--- config.mk ---
export PLATFORM = sky130hd
export DESIGN_NAME = dma_ahb_multichannel
export DESIGN_NICKNAME = d
export VERILOG_FILES = /design/src/rtl/dma_pkg.sv /design/src/rtl/dma_rr_arbiter.sv /design/src/rtl/dma_ahb_multichannel.sv
export SDC_FILE = /design/constraint.sdc
export NUM_CORES = 1
export LEC_CHECK = 0
export ABC_CLOCK_PERIOD_IN_PS = 3100
export CORE_ASPECT_RATIO = 0.5
export CORE_UTILIZATION = 35
export DETAILED_ROUTE_END_ITERATION = 16
export SKIP_CTS_REPAIR_TIMING = 1
export SLEW_MARGIN = 30
export SYNTH_ARGS = -nofsm -noshare
export SYNTH_HDL_FRONTEND = slang
export SYNTH_SLANG_ARGS = --single-unit
--- constraint.sdc ---
create_clock -name HCLK -period 3.1 [get_ports HCLK]
set_clock_uncertainty 0.05 [all_clocks]
set_input_delay 0.93 -clock HCLK [delete_from_list [all_inputs] [get_ports HCLK]]
set_output_delay 0.93 -clock HCLK [all_outputs]
set_load 0.005 [all_outputs]
--- src/rtl/dma_pkg.sv ---
// Shared types and constants for the multichannel AHB DMA engine.
package dma_pkg;

   // Manager-port transfer sequencer states
   typedef enum logic [2:0] {
      ST_IDLE = 3'd0,
      ST_RD_A = 3'd1,
      ST_RD_D = 3'd2,
      ST_WR_A = 3'd3,
      ST_WR_D = 3'd4
   } dma_state_e;

   localparam logic [1:0] HTRANS_IDLE   = 2'b00;
   localparam logic [1:0] HTRANS_NONSEQ = 2'b10;
   localparam logic [2:0] HBURST_SINGLE = 3'b000;
   localparam logic [2:0] HSIZE_WORD    = 3'b010;

   // Per-channel register offsets and the global status register
   localparam logic [3:0] OFF_SRC     = 4'h0;
   localparam logic [3:0] OFF_DST     = 4'h4;
   localparam logic [3:0] OFF_LEN     = 4'h8;
   localparam logic [3:0] OFF_CTRL    = 4'hC;
   localparam logic [8:0] ADDR_STATUS = 9'h100;

   localparam int unsigned CTRL_EN      = 0;
   localparam int unsigned CTRL_SRC_INC = 1;
   localparam int unsigned CTRL_DST_INC = 2;
   localparam int unsigned CTRL_IE      = 3;
   localparam int unsigned CTRL_BUSY    = 8;
   localparam int unsigned CTRL_DONE    = 9;
   localparam int unsigned CTRL_ERR     = 10;

   // Per-channel control/status flags
   typedef struct packed {
      logic err;
      logic done;
      logic busy;
      logic ie;
      logic dst_inc;
      logic src_inc;
      logic en;
   } ch_flags_t;

endpackage

--- src/rtl/dma_rr_arbiter.sv ---
// Round-robin channel picker: first requester after the last grant wins.
module dma_rr_arbiter #(
   parameter int unsigned N    = 4,
   parameter int unsigned IdxW = 2
) (
   input  logic [N-1:0]    req,
   input  logic [IdxW-1:0] last,
   output logic [N-1:0]    gnt,
   output logic [IdxW-1:0] idx,
   output logic            valid
);

   int unsigned     cand;
   logic [IdxW-1:0] cand_idx;

   // Scan N candidates starting one past the previous grant
   always_comb begin
      gnt      = '0;
      idx      = '0;
      valid    = 1'b0;
      cand     = '0;
      cand_idx = '0;
      for (int unsigned i = 1; i <= N; i++) begin
         cand     = (32'(last) + i) % N;
         cand_idx = IdxW'(cand);
         if (!valid && req[cand_idx]) begin
            valid         = 1'b1;
            gnt[cand_idx] = 1'b1;
            idx           = cand_idx;
         end
      end
   end

endmodule

--- src/rtl/dma_ahb_multichannel.sv ---
// Multichannel memory-to-memory DMA: AHB-lite register port, AHB-lite manager port.
module dma_ahb_multichannel
   import dma_pkg::*;
#(
   parameter int unsigned ChannelCount = 4,
   parameter int unsigned AddressWidth = 32,
   parameter int unsigned DataWidth    = 32,
   parameter int unsigned LenWidth     = 16
) (
   input  logic                    HCLK,
   input  logic                    HRESETn,
   input  logic                    S_HSEL,
   input  logic [AddressWidth-1:0] S_HADDR,
   input  logic [1:0]              S_HTRANS,
   input  logic                    S_HWRITE,
   input  logic [2:0]              S_HSIZE,
   input  logic [DataWidth-1:0]    S_HWDATA,
   input  logic                    S_HREADYin,
   output logic [DataWidth-1:0]    S_HRDATA,
   output logic                    S_HREADYout,
   output logic                    S_HRESP,
   output logic [AddressWidth-1:0] M_HADDR,
   output logic [1:0]              M_HTRANS,
   output logic                    M_HWRITE,
   output logic [2:0]              M_HSIZE,
   output logic [2:0]              M_HBURST,
   output logic [DataWidth-1:0]    M_HWDATA,
   input  logic [DataWidth-1:0]    M_HRDATA,
   input  logic                    M_HREADY,
   input  logic                    M_HRESP,
   output logic                    IRQ,
   output logic [ChannelCount-1:0] IRQ_VEC
);

   localparam int unsigned IdxW      = (ChannelCount > 1) ? $clog2(ChannelCount) : 1;
   localparam int unsigned BeatBytes = DataWidth / 8;

   // Control-port address phase
   logic       ap_valid_q, ap_write_q;
   logic [8:0] ap_addr_q;
   logic       ap_is_ch, ctl_wr;
   logic [IdxW-1:0] ap_idx;
   logic [31:0] wdata, rd_word;

   // Channel registers
   logic [AddressWidth-1:0] src_q [ChannelCount];
   logic [AddressWidth-1:0] src_d [ChannelCount];
   logic [AddressWidth-1:0] dst_q [ChannelCount];
   logic [AddressWidth-1:0] dst_d [ChannelCount];
   logic [LenWidth-1:0]     len_q [ChannelCount];
   logic [LenWidth-1:0]     len_d [ChannelCount];
   ch_flags_t               fl_q  [ChannelCount];
   ch_flags_t               fl_d  [ChannelCount];
   logic [ChannelCount-1:0] irq_vec_d;

   // Manager sequencer
   dma_state_e              state_q, state_d;
   logic [IdxW-1:0]         cur_q;
   logic [DataWidth-1:0]    buf_q;
   logic [ChannelCount-1:0] req, gnt_oh;
   logic [IdxW-1:0]         gnt_idx;
   logic                    gnt_valid, grant_now, beat_ok, beat_err, active;

   logic unused_ok;
   assign unused_ok = ^{S_HTRANS[0], S_HADDR, S_HWDATA};

   assign S_HREADYout = 1'b1;
   assign S_HRESP     = 1'b0;
   assign M_HBURST    = HBURST_SINGLE;
   assign M_HSIZE     = 3'($clog2(BeatBytes));

   assign wdata    = S_HWDATA[31:0];
   assign ap_idx   = ap_addr_q[4 +: IdxW];
   assign ap_is_ch = !ap_addr_q[8] && ({1'b0, ap_addr_q[7:4]} < 5'(ChannelCount));
   assign ctl_wr   = ap_valid_q && ap_write_q && ap_is_ch;

   assign grant_now = (state_q == ST_IDLE) && gnt_valid;
   assign beat_ok   = (state_q == ST_WR_D) && M_HREADY && !M_HRESP;
   assign beat_err  = ((state_q == ST_RD_D) || (state_q == ST_WR_D)) && M_HREADY && M_HRESP;

   // Capture the control-port address phase; only word accesses are accepted
   always_ff @(posedge HCLK or negedge HRESETn) begin
      if (!HRESETn) begin
         ap_valid_q <= 1'b0;
         ap_write_q <= 1'b0;
         ap_addr_q  <= '0;
      end else begin
         ap_valid_q <= S_HSEL && S_HREADYin && S_HTRANS[1] && (S_HSIZE == HSIZE_WORD);
         ap_write_q <= S_HWRITE;
         ap_addr_q  <= S_HADDR[8:0];
      end
   end

   // Read-data mux driven in the data phase
   always_comb begin
      rd_word = '0;
      if (ap_valid_q && !ap_write_q) begin
         if (ap_addr_q == ADDR_STATUS) begin
            rd_word = 32'(IRQ_VEC);
         end else if (ap_is_ch) begin
            case (ap_addr_q[3:0])
               OFF_SRC:  rd_word = 32'(src_q[ap_idx]);
               OFF_DST:  rd_word = 32'(dst_q[ap_idx]);
               OFF_LEN:  rd_word = 32'(len_q[ap_idx]);
               OFF_CTRL: rd_word = {21'b0, fl_q[ap_idx].err, fl_q[ap_idx].done,
                                    fl_q[ap_idx].busy, 4'b0, fl_q[ap_idx].ie,
                                    fl_q[ap_idx].dst_inc, fl_q[ap_idx].src_inc,
                                    fl_q[ap_idx].en};
               default:  rd_word = '0;
            endcase
         end
      end
   end
   assign S_HRDATA = DataWidth'(rd_word);

   // Busy channels request the manager port
   always_comb begin
      req = '0;
      for (int c = 0; c < ChannelCount; c++) req[c] = fl_q[c].busy;
   end

   dma_rr_arbiter #(
      .N    (ChannelCount),
      .IdxW (IdxW)
   ) u_arb (
      .req   (req),
      .last  (cur_q),
      .gnt   (gnt_oh),
      .idx   (gnt_idx),
      .valid (gnt_valid)
   );

   // Channel register next state: control writes first, manager updates override
   always_comb begin
      active    = 1'b0;
      irq_vec_d = '0;
      for (int c = 0; c < ChannelCount; c++) begin
         src_d[c] = src_q[c];
         dst_d[c] = dst_q[c];
         len_d[c] = len_q[c];
         fl_d[c]  = fl_q[c];
      end
      for (int c = 0; c < ChannelCount; c++) begin
         active = ((state_q != ST_IDLE) && (cur_q == IdxW'(c))) || (grant_now && gnt_oh[c]);
         if (ctl_wr && (ap_idx == IdxW'(c))) begin
            case (ap_addr_q[3:0])
               OFF_SRC: if (!fl_q[c].busy) src_d[c] = AddressWidth'(wdata);
               OFF_DST: if (!fl_q[c].busy) dst_d[c] = AddressWidth'(wdata);
               OFF_LEN: if (!fl_q[c].busy) len_d[c] = LenWidth'(wdata);
               OFF_CTRL: begin
                  fl_d[c].done    = 1'b0;
                  fl_d[c].err     = 1'b0;
                  fl_d[c].src_inc = wdata[CTRL_SRC_INC];
                  fl_d[c].dst_inc = wdata[CTRL_DST_INC];
                  fl_d[c].ie      = wdata[CTRL_IE];
                  if (wdata[CTRL_EN] && !fl_q[c].en) begin
                     if (len_q[c] == '0) begin
                        fl_d[c].done = 1'b1;
                     end else begin
                        fl_d[c].en   = 1'b1;
                        fl_d[c].busy = 1'b1;
                     end
                  end else if (!wdata[CTRL_EN]) begin
                     // An in-flight beat finishes before the abort takes effect
                     fl_d[c].en = 1'b0;
                     if (!active) fl_d[c].busy = 1'b0;
                  end
               end
               default: ;
            endcase
         end
         if (cur_q == IdxW'(c)) begin
            if (beat_ok) begin
               if (fl_q[c].src_inc) src_d[c] = src_q[c] + AddressWidth'(BeatBytes);
               if (fl_q[c].dst_inc) dst_d[c] = dst_q[c] + AddressWidth'(BeatBytes);
               len_d[c] = len_q[c] - LenWidth'(1);
               if (len_q[c] == LenWidth'(1)) begin
                  fl_d[c].busy = 1'b0;
                  fl_d[c].en   = 1'b0;
                  fl_d[c].done = 1'b1;
               end else if (!fl_d[c].en) begin
                  fl_d[c].busy = 1'b0;
               end
            end else if (beat_err) begin
               fl_d[c].err  = 1'b1;
               fl_d[c].busy = 1'b0;
               fl_d[c].en   = 1'b0;
            end
         end
         irq_vec_d[c] = fl_d[c].ie & (fl_d[c].done | fl_d[c].err);
      end
   end

   // Channel registers and interrupt outputs
   always_ff @(posedge HCLK or negedge HRESETn) begin
      if (!HRESETn) begin
         for (int c = 0; c < ChannelCount; c++) begin
            src_q[c] <= '0;
            dst_q[c] <= '0;
            len_q[c] <= '0;
            fl_q[c]  <= '0;
         end
         IRQ_VEC <= '0;
         IRQ     <= 1'b0;
      end else begin
         for (int c = 0; c < ChannelCount; c++) begin
            src_q[c] <= src_d[c];
            dst_q[c] <= dst_d[c];
            len_q[c] <= len_d[c];
            fl_q[c]  <= fl_d[c];
         end
         IRQ_VEC <= irq_vec_d;
         IRQ     <= |irq_vec_d;
      end
   end

   // Sequencer state, granted channel and the one-word data buffer
   always_ff @(posedge HCLK or negedge HRESETn) begin
      if (!HRESETn) begin
         state_q <= ST_IDLE;
         cur_q   <= '0;
         buf_q   <= '0;
      end else begin
         state_q <= state_d;
         if (grant_now) cur_q <= gnt_idx;
         if ((state_q == ST_RD_D) && M_HREADY && !M_HRESP) buf_q <= M_HRDATA;
      end
   end

   // Sequencer next state
   always_comb begin
      state_d = state_q;
      case (state_q)
         ST_IDLE: if (gnt_valid) state_d = ST_RD_A;
         ST_RD_A: if (M_HREADY)  state_d = ST_RD_D;
         ST_RD_D: if (M_HREADY)  state_d = M_HRESP ? ST_IDLE : ST_WR_A;
         ST_WR_A: if (M_HREADY)  state_d = ST_WR_D;
         ST_WR_D: if (M_HREADY)  state_d = ST_IDLE;
         default:                state_d = ST_IDLE;
      endcase
   end

   // Manager-port outputs decoded from the current state
   always_comb begin
      M_HTRANS = HTRANS_IDLE;
      M_HADDR  = '0;
      M_HWRITE = 1'b0;
      M_HWDATA = '0;
      case (state_q)
         ST_RD_A: begin
            M_HTRANS = HTRANS_NONSEQ;
            M_HADDR  = src_q[cur_q];
         end
         ST_WR_A: begin
            M_HTRANS = HTRANS_NONSEQ;
            M_HADDR  = dst_q[cur_q];
            M_HWRITE = 1'b1;
         end
         ST_WR_D: M_HWDATA = buf_q;
         default: ;
      endcase
   end

endmodule

==> results.toml <==
[status]
outcome = "finished, violations left"
violations = "design-rule violations, negative setup slack"

[synthesis]
synth_compound_area_frac = 0.195
syn-instance-count = 3041
synth_seq_area_share = 0.369
synth-simple-area-share = 0.223
synth_edf_count = 0
yosysMostFrequentCell = "nor2_1"
syn-mean-instance-area_um2 = 8.95
synth_top_flop_cell = "dfrtp_1"
synth.mux.area_fraction = 0.156
synth_fa_ha_area_frac = 0.0110
ys_warn_count = 0
synth_area_leaders = "dfrtp_1 (37%), mux4_2 (13%), nor2_1 (6.6%)"
synth_top_area_share = 0.369
netlist_area_mm2 = 0.0272
synth_cell_type_count = 83
async_flop_share = 1.00
synth_top_family_by_area = "simple AND/OR/NAND/NOR gates"
yosysTopAreaCell = "dfrtp_1"
synth_common_cells = "nor2_1 (482), dfrtp_1 (401), nand2_1 (297)"
ys_ff_latch = 401
synth_xor_area_frac = 0.00193

[floorplanning]
std_cell_rows = 71
die_area_mm2 = 0.0789
dieWidth_um = 396
die_h_um = 199
io_pins = 220
coreArea_mm2 = 0.0760
start_util = 0.358

[placed_design]
placed_cells = 4444
gp_congestion = 0.988
dp_slack_ns = -0.402
hpwl_um = 86200
portBuffers = 186

[pwr]
seqPwrFrac = 0.396
combPwrFrac = 0.296
pwr_density_cell_mw_per_mm2 = 482
swShare = 0.345
p_sw_w = 0.00594
finalPower_w = 0.0172
pwr-share-clk = 0.308
power.leakage_nw = 14.6
intPower_w = 0.0113
ir_drop_v = 0.000421

[layout]
drive_gt1_frac = 0.287
stdcell_count = 4589
diodes = 0
fillers = 7260
fin_nets = 3666
synthToLayoutAreaGrowth_pct = 31.1

[route]
firstDrtPassIters = 13
wirelength_um = 118000
wl_per_cell_um = 25.6
vias = 28400
drtAntennaViolNets = 0
drtIter0Drc = 3464
drc_errors = 5
viasPerCell = 6.18

[timing]
max_freq_mhz = 265
rsz0062_at_grt = "yes"
tightest_slew_ns = 0.777
max-slew-margin-rel = 0.480
finalSetupViolCount = 85
finalHoldViolCount = 0
tns_ns = -27.54
period_needed_ns = 3.77
finalCritPeriodShare = 1.22
holdWs_ns = 0.208
slew_violations = 0
fin_ws_ns = -0.668

[critical_path]
path_buf_inv = 6
reg2reg_to = "src_q[29]"
end_kind = "output port"
crit_type = "reg -> out"
rrSetupSlack_ns = 0.07
crit_arrival_ns = 2.79
crit_path_start_kind = "register"
crit_path_cell_trace = "buf_12 -> buf_12 -> buf_6 -> clkbuf_16 -> buf_4 -> mux4_2 -> mux2i_1 -> nor3_1 -> dlymetal6s2s_1"
path_delay_family = "buffers and inverters"
cp_max_fo = 8
cp_slowest_stage_delay_ns = 0.50
worst-endpoint-required_ns = 2.12
crit_top_cell = "buf_12"
crit_path_top_delay_cell = "dfrtp_4"
reg2reg_from = "cur_q[0]"
r2r_cells = 10

[clocking]
insertion_delay_ns = 0.64
cts_tree = "yes"
cts.sinks = 401
clk_path_buf_depth = 3
cts_root_buffer = "clkbuf_16"
cts_made_buffers = 43
path_clk_slew_ns = 0.06
htreeDepth = 2

[grt]
antenna_found_initial = 2
grt_max_degree = 64
grt_pass1_wl_um = 170000
grt_pass1_vias = 26100
track_usage = 0.285
grt_overflow_total = 0

[worst_hold_path]
hp-class = "in -> async"

[flow_run]
maxCapViolCount = 0
worst max path at each step:
| stage | startpoint | endpoint | slack [ns] | cells after the start |
|---|---|---|---|---|
| final | ap_addr_q[4] | S_HRDATA[21] | -0.67 | 9 |
| after global routing | ap_addr_q[4] | S_HRDATA[14] | -0.71 | 11 |
| after CTS | ap_addr_q[4] | S_HRDATA[1] | -0.87 | 6 |
| after detailed placement | M_HREADY | src_q[29] | -0.40 | 11 |
| after global placement | M_HREADY | src_q[27] | -0.34 | 11 |
| after floorplan | cur_q[0] | dst_q[49] | 0.04 | 12 |
stage by stage:
| step | utilization | instance area (µm²) |
|---|---|---|
| 2_1_floorplan | - | 27200 |
| 3_3_place_gp | 0.437 | 33200 |
| 3_5_place_dp | 0.437 | 33200 |
| 4_1_cts | 0.455 | 34600 |
| 5_1_grt | 0.469 | 35700 |
| 6_report | 0.469 | 35700 |
layout make-up:
| cell class | count | area [µm²] | share of cell area |
|---|---|---|---|
| Multi-Input combinational cell | 2363 | 16500 | 0.462 |
| Clock buffer | 66 | 1260 | 0.0354 |
| Inverter | 52 | 195 | 0.00547 |
| Sequential cell | 401 | 10100 | 0.282 |
| Tap cell | 1022 | 1280 | 0.0358 |
| Timing Repair Buffer | 673 | 6290 | 0.176 |
| Clock inverter | 12 | 106 | 0.00298 |
power by group through the flow:
stage          Clock [W]  Combinational [W]  Sequential, W
2_1_floorplan          0            0.00249        0.00661
3_3_place_gp           0            0.00456        0.00683
3_5_place_dp           0            0.00461        0.00686
4_1_cts          0.00537            0.00463        0.00678
5_1_grt          0.00557            0.00541        0.00690
6_report         0.00529            0.00509        0.00681
sequential cells by signal, indices dropped and copies added (netlist names):
name / count
dst_q: 128
src_q: 128
len_q: 64
buf_q: 32
fl_q: 28
ap_addr_q: 9
IRQ_VEC: 4
state_q: 3
cur_q: 2
IRQ: 1
ap_valid_q: 1
ap_write_q: 1
metal layers:
| metal | vias up | track usage | share of wire |
|---|---|---|---|
| met1 | 13900 | 0.379 | 0.40 |
| met3 | 315 | 0.0567 | 0.10 |
| met5 | - | 0 | 0 |
| met4 | 0 | 0.143 | 0.052 |
| li1 | 12400 | - | - |
| met2 | 1682 | 0.445 | 0.44 |
logic make-up (layout without fill, tap and decap cells):
| family | Yosys count | after routing |
|---|---|---|
| DFF | 401 | 401 |
| adders and majority gates | 24 | 24 |
| buffers and inverters | 284 | 803 |
| other | 2 | 9 |
| AOI/OAI and AO/OA | 817 | 817 |
| and+or+nand+nor | 1281 | 1281 |
| muxes | 226 | 226 |
| xor gates and xnor gates | 6 | 6 |
layout by cell type, fill, tap and decap left out, types with 17 or more instances in the layout:
cell type        instances
a211o_1                 18
a211oi_1                76
a21oi_1                230
a21oi_2                 42
a22oi_1                 17
a22oi_2                 27
a311oi_1                53
and2_1                  44
and3_1                  51
and4_1                  22
buf_12                  55
buf_2                   22
buf_4                  384
buf_6                   38
clkbuf_16               52
clkbuf_2                47
clkdlybuf4s50_1         94
dfrtp_1                396
ha_1                    23
inv_1                   51
mux2_2                  43
mux2i_1                 26
mux4_2                 155
nand2_1                266
nand2_2                 27
nand2b_1                18
nand3_1                123
nand4_1                 55
nor2_1                 476
nor3_1                  74
nor4_1                  28
o21ai_0                151
o221a_2                 37
o22ai_1                 61
No activity file was read; power rests on OpenSTA's default activity.
